<file path="src/rtl/uc_multiciclo.sv">
// Multicycle RV32 control unit: Moore FSM sequencing fetch/decode/execute,
// plus combinational immediate-format and ALU-control decode.
module uc_multiciclo (
    input  logic       clk,
    input  logic       reset,
    input  logic [6:0] op,
    input  logic [2:0] f3,
    input  logic       f7,
    input  logic       zero,
    input  logic       memReady,
    output logic       pcWrite,
    output logic       irWrite,
    output logic       regWrite,
    output logic       memWrite,
    output logic       adrSrc,
    output logic       illegalOp,
    output logic [1:0] aluSrcA,
    output logic [1:0] aluSrcB,
    output logic [1:0] resultSrc,
    output logic [1:0] immSrc,
    output logic [2:0] aluControl
);

    typedef enum logic [3:0] {
        FETCH, DECODE, MEMADR, MEMREAD, MEMWB, MEMWRITE,
        EXECUTER, EXECUTEI, JAL, ALUWB, BEQ
    } state_t;

    localparam logic [6:0] OP_LW   = 7'b0000011;
    localparam logic [6:0] OP_SW   = 7'b0100011;
    localparam logic [6:0] OP_R    = 7'b0110011;
    localparam logic [6:0] OP_I    = 7'b0010011;
    localparam logic [6:0] OP_BEQ  = 7'b1100011;
    localparam logic [6:0] OP_JAL  = 7'b1101111;

    state_t     state;
    logic [1:0] alu_op;

    // State register with next-state selection; reset returns to FETCH at once
    always_ff @(posedge clk or posedge reset) begin
        if (reset) begin
            state <= FETCH;
        end else begin
            case (state)
                FETCH:    state <= memReady ? DECODE : FETCH;
                DECODE: begin
                    case (op)
                        OP_LW, OP_SW: state <= MEMADR;
                        OP_R:         state <= EXECUTER;
                        OP_I:         state <= EXECUTEI;
                        OP_BEQ:       state <= BEQ;
                        OP_JAL:       state <= JAL;
                        default:      state <= FETCH;
                    endcase
                end
                MEMADR:   state <= (op == OP_LW) ? MEMREAD : MEMWRITE;
                MEMREAD:  state <= memReady ? MEMWB : MEMREAD;
                MEMWB:    state <= FETCH;
                MEMWRITE: state <= memReady ? FETCH : MEMWRITE;
                EXECUTER: state <= ALUWB;
                EXECUTEI: state <= ALUWB;
                JAL:      state <= ALUWB;
                ALUWB:    state <= FETCH;
                BEQ:      state <= FETCH;
                default:  state <= FETCH;
            endcase
        end
    end

    // Per-state control outputs; strobes are forced low while reset is held
    always_comb begin
        pcWrite   = 1'b0;
        irWrite   = 1'b0;
        regWrite  = 1'b0;
        memWrite  = 1'b0;
        adrSrc    = 1'b0;
        illegalOp = 1'b0;
        aluSrcA   = 2'b00;
        aluSrcB   = 2'b00;
        resultSrc = 2'b00;
        alu_op    = 2'b00;
        case (state)
            FETCH: begin
                aluSrcB   = 2'b10;
                resultSrc = 2'b10;
                irWrite   = memReady;
                pcWrite   = memReady;
            end
            DECODE: begin
                aluSrcA = 2'b01;
                aluSrcB = 2'b01;
                case (op)
                    OP_LW, OP_SW, OP_R, OP_I, OP_BEQ, OP_JAL: illegalOp = 1'b0;
                    default:                                  illegalOp = 1'b1;
                endcase
            end
            MEMADR: begin
                aluSrcA = 2'b10;
                aluSrcB = 2'b01;
            end
            MEMREAD:  adrSrc = 1'b1;
            MEMWB: begin
                resultSrc = 2'b01;
                regWrite  = 1'b1;
            end
            MEMWRITE: begin
                adrSrc   = 1'b1;
                memWrite = 1'b1;
            end
            EXECUTER: begin
                aluSrcA = 2'b10;
                alu_op  = 2'b10;
            end
            EXECUTEI: begin
                aluSrcA = 2'b10;
                aluSrcB = 2'b01;
                alu_op  = 2'b10;
            end
            JAL: begin
                aluSrcA = 2'b01;
                aluSrcB = 2'b10;
                pcWrite = 1'b1;
            end
            ALUWB:    regWrite = 1'b1;
            BEQ: begin
                aluSrcA = 2'b10;
                alu_op  = 2'b01;
                pcWrite = zero;
            end
            default: ;
        endcase
        if (reset) begin
            pcWrite   = 1'b0;
            irWrite   = 1'b0;
            regWrite  = 1'b0;
            memWrite  = 1'b0;
            illegalOp = 1'b0;
        end
    end

    // Immediate format follows the opcode in every state
    always_comb begin
        case (op)
            OP_SW:   immSrc = 2'b01;
            OP_BEQ:  immSrc = 2'b10;
            OP_JAL:  immSrc = 2'b11;
            default: immSrc = 2'b00;
        endcase
    end

    // ALU operation select; only R-type (op[5]=1) turns f7 into a subtract
    always_comb begin
        case (alu_op)
            2'b00: aluControl = 3'b000;
            2'b01: aluControl = 3'b001;
            2'b10: begin
                case (f3)
                    3'b000:  aluControl = (op[5] & f7) ? 3'b001 : 3'b000;
                    3'b010:  aluControl = 3'b101;
                    3'b110:  aluControl = 3'b011;
                    3'b111:  aluControl = 3'b010;
                    default: aluControl = 3'b000;
                endcase
            end
            default: aluControl = 3'b000;
        endcase
    end

endmodule

</file>
<file path="config.mk">
export PLATFORM = sky130hd
export DESIGN_NAME = uc_multiciclo
export DESIGN_NICKNAME = d
export VERILOG_FILES = /design/src/rtl/uc_multiciclo.sv
export SDC_FILE = /design/constraint.sdc
export NUM_CORES = 1
export LEC_CHECK = 0
export ABC_AREA = 1
export BUFFER_PORTS_ARGS = -buffer_cell sky130_fd_sc_hd__buf_2
export CORE_AREA = 5 5 42 44
export DETAILED_ROUTE_END_ITERATION = 16
export DIE_AREA = 0 0 47 49
export PLACE_DENSITY = 0.74
export SYNTH_ARGS = -nofsm -noshare
export SYNTH_HDL_FRONTEND = slang
export SYNTH_SLANG_ARGS = --single-unit
</file>
<file path="constraint.sdc">
create_clock -name clk -period 2.4 [get_ports clk]
set_input_delay 0.12 -clock clk [delete_from_list [all_inputs] [get_ports clk]]
set_output_delay 0.12 -clock clk [all_outputs]
set_load 0.01 [all_outputs]
</file>
# Yosys cells after proc, flatten, opt, wreduce, memory -nomap -nowiden
# Cells that the tools add are included.
dict set report classes {
  n_mux 26
  n_bitwise 1
  n_reduce_logical 12
  n_eq_ne 21
}
# cell count
set op_table {}
lappend op_table {{$pmux 4 s6} 1}
lappend op_table {{$pmux 4 s5} 1}
lappend op_table {{$eq 4x3->1 const B} 4}
lappend op_table {{$pmux 2 s2} 4}
lappend op_table {{$eq 7x6->1 const B} 2}
lappend op_table {{$eq 7x7->1 const B} 2}
lappend op_table {{$mux 1} 13}
lappend op_table {{$eq 4x4->1 const B} 3}
lappend op_table {{$pmux 3 s4} 1}
lappend op_table {{$reduce_or 2->1} 6}
lappend op_table {{$mux 3} 3}
lappend op_table {{$eq 4x2->1 const B} 2}
lappend op_table {{$eq 7x2->1 const B} 1}
lappend op_table {{$eq 7x5->1 const B} 1}
lappend op_table {{$eq 3x3->1 const B} 2}
lappend op_table {{$pmux 2 s3} 1}
lappend op_table {{$pmux 3 s2} 1}
lappend op_table {{$reduce_or 3->1} 2}
lappend op_table {{$reduce_or 6->1} 1}
lappend op_table {{$eq 4x1->1 const B} 1}
lappend op_table {{$logic_not 4->1} 1}
lappend op_table {{$reduce_or 4->1} 1}
lappend op_table {{$eq 3x2->1 const B} 1}
lappend op_table {{$logic_not 3->1} 1}
lappend op_table {{other kinds (4)} 4}
dict set report totals {
  inputBits 15
  word_cells 61
  regBits 4
}

# Logic depth before layout (Yosys ltp)
dict set report depth {
  depth_word 5
  mapped_depth 9
  depth_no_buf 9
}

# Least setup slack after synthesis
# No wires, ideal clock.
dict set report synth_path {
  path_type {reg2out}
  from {register state[2]}
  to {output aluControl[2]}
  slack_ps 885
  t_required_ps 2280
  path_buffers 0
  arrival_time_ps 1395
  path_stages_with_launch 6
  path_cell_list {dfrtp_1 > inv_2 > nor2_4 > nand2_2 > ha_1 > nor4_1}
}
dict set report synth_between {
  elab_chain_len 5
  word_cells_on_any_way 8
}
# element line_no
set synth_rtl {}
lappend synth_rtl {{start: declaration} 36} ;# state_t state;
lappend synth_rtl {{start signal: assignment} 45} ;# FETCH: state <= memReady ? DECODE : FETCH;
lappend synth_rtl {{start signal: assignment} 56} ;# MEMADR: state <= (op == OP_LW) ? MEMREAD : MEMWRITE;
lappend synth_rtl {{start signal: assignment} 57} ;# MEMREAD: state <= memReady ? MEMWB : MEMREAD;
lappend synth_rtl {{$eq 4x3->1} 82} ;# case (state)
lappend synth_rtl {{$reduce_or 2->1 (no line)} --}
lappend synth_rtl {{$pmux 2 s2 (*)} 82}
lappend synth_rtl {{$eq 2x2->1 or $eq 2x1->1 (tied branches)} 153} ;# case (alu_op)
lappend synth_rtl {{$pmux 3 s2 (*)} 153}
lappend synth_rtl {{end: declaration} 21} ;# output logic [2:0] aluControl
# Mark *: on every way between the ends. The rest lies on a longest branch, timed or not.

# Worst setup path in the final report
dict set report layout_path {
  from {register state[2]}
  to {output aluControl[0]}
}
# The elaborated chain is that of the path after synthesis.

==> flow_summary.json <==
{
  "p_total_uw": 273,
  "power_density_nw_per_um2": 348,
  "die_area_sq_um": 2300,
  "reg2reg_slack_ps": 1240,
  "grt_usage_pct": 15.2,
  "p_leak_uw": 0.000535,
  "fmax_mhz": 523,
  "io_pins": 32,
  "grt_max_degree": 8,
  "synth_area_sq_um": 577,
  "p_sw_uw": 104,
  "tightestPinTransition_ps": 313,
  "first_pass_iters": 4,
  "fillers": 152,
  "rows": 14,
  "clockBufferDepth": 2,
  "antenna_left": 0,
  "finalCritPeriodShare_pct": 79.7,
  "cp-end-kind": "primary output",
  "holdCritPathClass": "in -> reg",
  "grt_first_pass_wirelength_um": 2620,
  "internal_power_uw": 169,
  "synth_top_area_cell": "nand2_1",
  "wl_um": 1590,
  "synth_nets": 126,
  "dpl.hpwl_um": 1370,
  "grt_pass1_vias": 676,
  "post-route-drc-count": 0,
  "io_buffers": 31,
  "grt_antenna_before_repair": 0,
  "relSlewSlack_pct": 79.0,
  "hold_violations": 0,
  "first_iter_violations": 22,
  "drv_cap": 0,
  "yosys_warnings": 0,
  "crit_fanout": 5,
  "setup_violations": 0,
  "cts_tree": "done",
  "largest_register_ffs": 4,
  "netlist_instances": 109,
  "via_per_inst": 4.77,
  "p_comb_share_pct": 39.4,
  "antenna_cells": 0,
  "rsz0062_at_grt": "no",
  "yosys_register_bits": 4,
  "fin_setup_tns_ps": 0,
  "gp_congestion": 0.821,
  "skew_ps": 9.58,
  "seq_power_share_pct": 28.1,
  "worst_setup_path_start_kind": "flip-flop",
  "yosysSeqAreaShare_pct": 17.4,
  "switching_share_pct": 38.1,
  "fin_nets": 163,
  "htreeDepth": 1,
  "root_buffer": "clkbuf_4",
  "die_h_um": 49,
  "die_x_um": 47,
  "synth_area_leaders": "nand2_1, dfrtp_1, nor2_1",
  "vias": 763,
  "cts_made_buffers": 3,
  "wl_per_cell_um": 9.94,
  "syn_area_per_cell_sq_um": 5.29,
  "core_area_sq_um": 1400,
  "initial_core_util_pct": 41.2,
  "cts_setup_buffers": 0,
  "cts.reportedPaths.clkPinSlew_ps": 30,
  "final_layout_size_suffix_gt1_share_pct": 34.0,
  "clock_sinks": 4,
  "crit_required_ps": 2280,
  "top_regs": "state x4",
  "yosysTopAreaCellShare_pct": 19.5,
  "clk_latency_ps": 250,
  "maxSlewViolCount": 0,
  "registers.top_by_ff_count": "state",
  "status": "completed",
  "worstPathArrival_ps": 1790,
  "grt_overflow": 0,
  "area_growth_pct": 36.0,
  "yosysUniqueCellTypes": 17,
  "critical_path_class": "reg -> out",
  "irDropWorstVdd_mv": 0.190,
  "period_needed_ps": 1910,
  "clockPowerShare_pct": 32.6
}
==> metal layers <==
layer	up-vias	global-route usage, %	part of all wire, %
li1	405	-	-
met2	24	25.6	51
met3	3	1.11	9.1
met1	331	17.9	38
met5	-	0	0
met4	0	8.29	1.5
==> cell type report <==
type | instances | area, sq um | area share [%]
multi-input cells | 82 | 390 | 49.8
repair buffers | 32 | 165 | 21.1
flip-flops and latches | 4 | 100 | 12.8
inverters | 23 | 86.3 | 11.0
clock buffers | 3 | 22.5 | 2.87
well taps | 16 | 20.0 | 2.55
==> through the flow <==
stage                     setup slack, ps  hold WS [ps]  utilization, %  instances  cell area [sq um]
final                                 488           232            56.0        160                785
after global routing                  328           271            56.0        160                785
after CTS                             493           245            56.0        160                785
after detailed placement              754          74.7            53.7        156                752
after global placement                769          70.2            53.7        156                752
after floorplan                       885          -105               -        109                577
==> power by group through the flow <==
stage	Sequential [uW]	Clock [uW]	Combinational (uW)
final	76.6	88.8	107
after global routing	77.2	99.0	121
after CTS	76.6	86.7	109
after detailed placement	77.5	0	107
after global placement	77.4	0	106
after floorplan	76.9	0	63.3
==> synthesized netlist by cell type <==
cell type	instances
nand2_1	30
nor2_1	21
inv_1	17
nand3_1	10
inv_2	6
dfrtp_1	4
nand2_2	4
a21oi_1	3
ha_1	2
nor2_2	2
nor2_4	2
o21ai_0	2
o21ai_1	2
a21oi_2	1
nand4_1	1
nor4_1	1
o211ai_1	1
==> cells by family (layout without fill, tap and decap cells) <==
| kind of cell | count (synthesis) | after routing | synth area share [%] |
|---|---|---|---|
| AO/OA/AOI/OAI | 9 | 9 | 8.89 |
| buffers and inverters | 23 | 58 | 15.0 |
| AND/OR/NAND/NOR | 71 | 71 | 54.4 |
| adder cells (fa/ha/maj) | 2 | 2 | 4.34 |
| flip-flops | 4 | 4 | 17.4 |
==> critical path, stage by stage (launching register included) <==
cell,delay (ps)
dfrtp_1,470
inv_2,90
nor2_4,140
nand2_2,100
inv_1,60
ha_1,170
nand2_1,100
nor2_1,100
nor2_1,40
a21oi_1,130
buf_2,150
==> layout by cell type, fill, tap and decap left out, drive strengths merged <==
cell and n:
nand2 34, buf 31, nor2 25, inv 23
nand3 10, dfrtp 4, a21oi 4, o21ai 4
clkbuf 3, ha 2, nand4 1, nor4 1
o211ai 1, dlygate4sd3 1
==> final timing paths <==
| check | from | end | cells after the start |
|---|---|---|---|
| setup / recovery | state[2] | aluControl[0] | 10 |
| hold / removal | op[6] | state[2] | 4 |
| setup reg to reg | state[3] | state[2] | 5 |
| hold reg to reg | state[1] | state[3] | 4 |
| max in group asynchronous | reset | state[2] | 3 |
| min in group asynchronous | reset | state[3] | 3 |
==> repair_timing <==
item,in CTS,in global routing
hold buffers,1,0
hold endpoints to repair,4,0
gates resized for setup,0,0
Note: power is estimated with default switching activity, not from simulation.
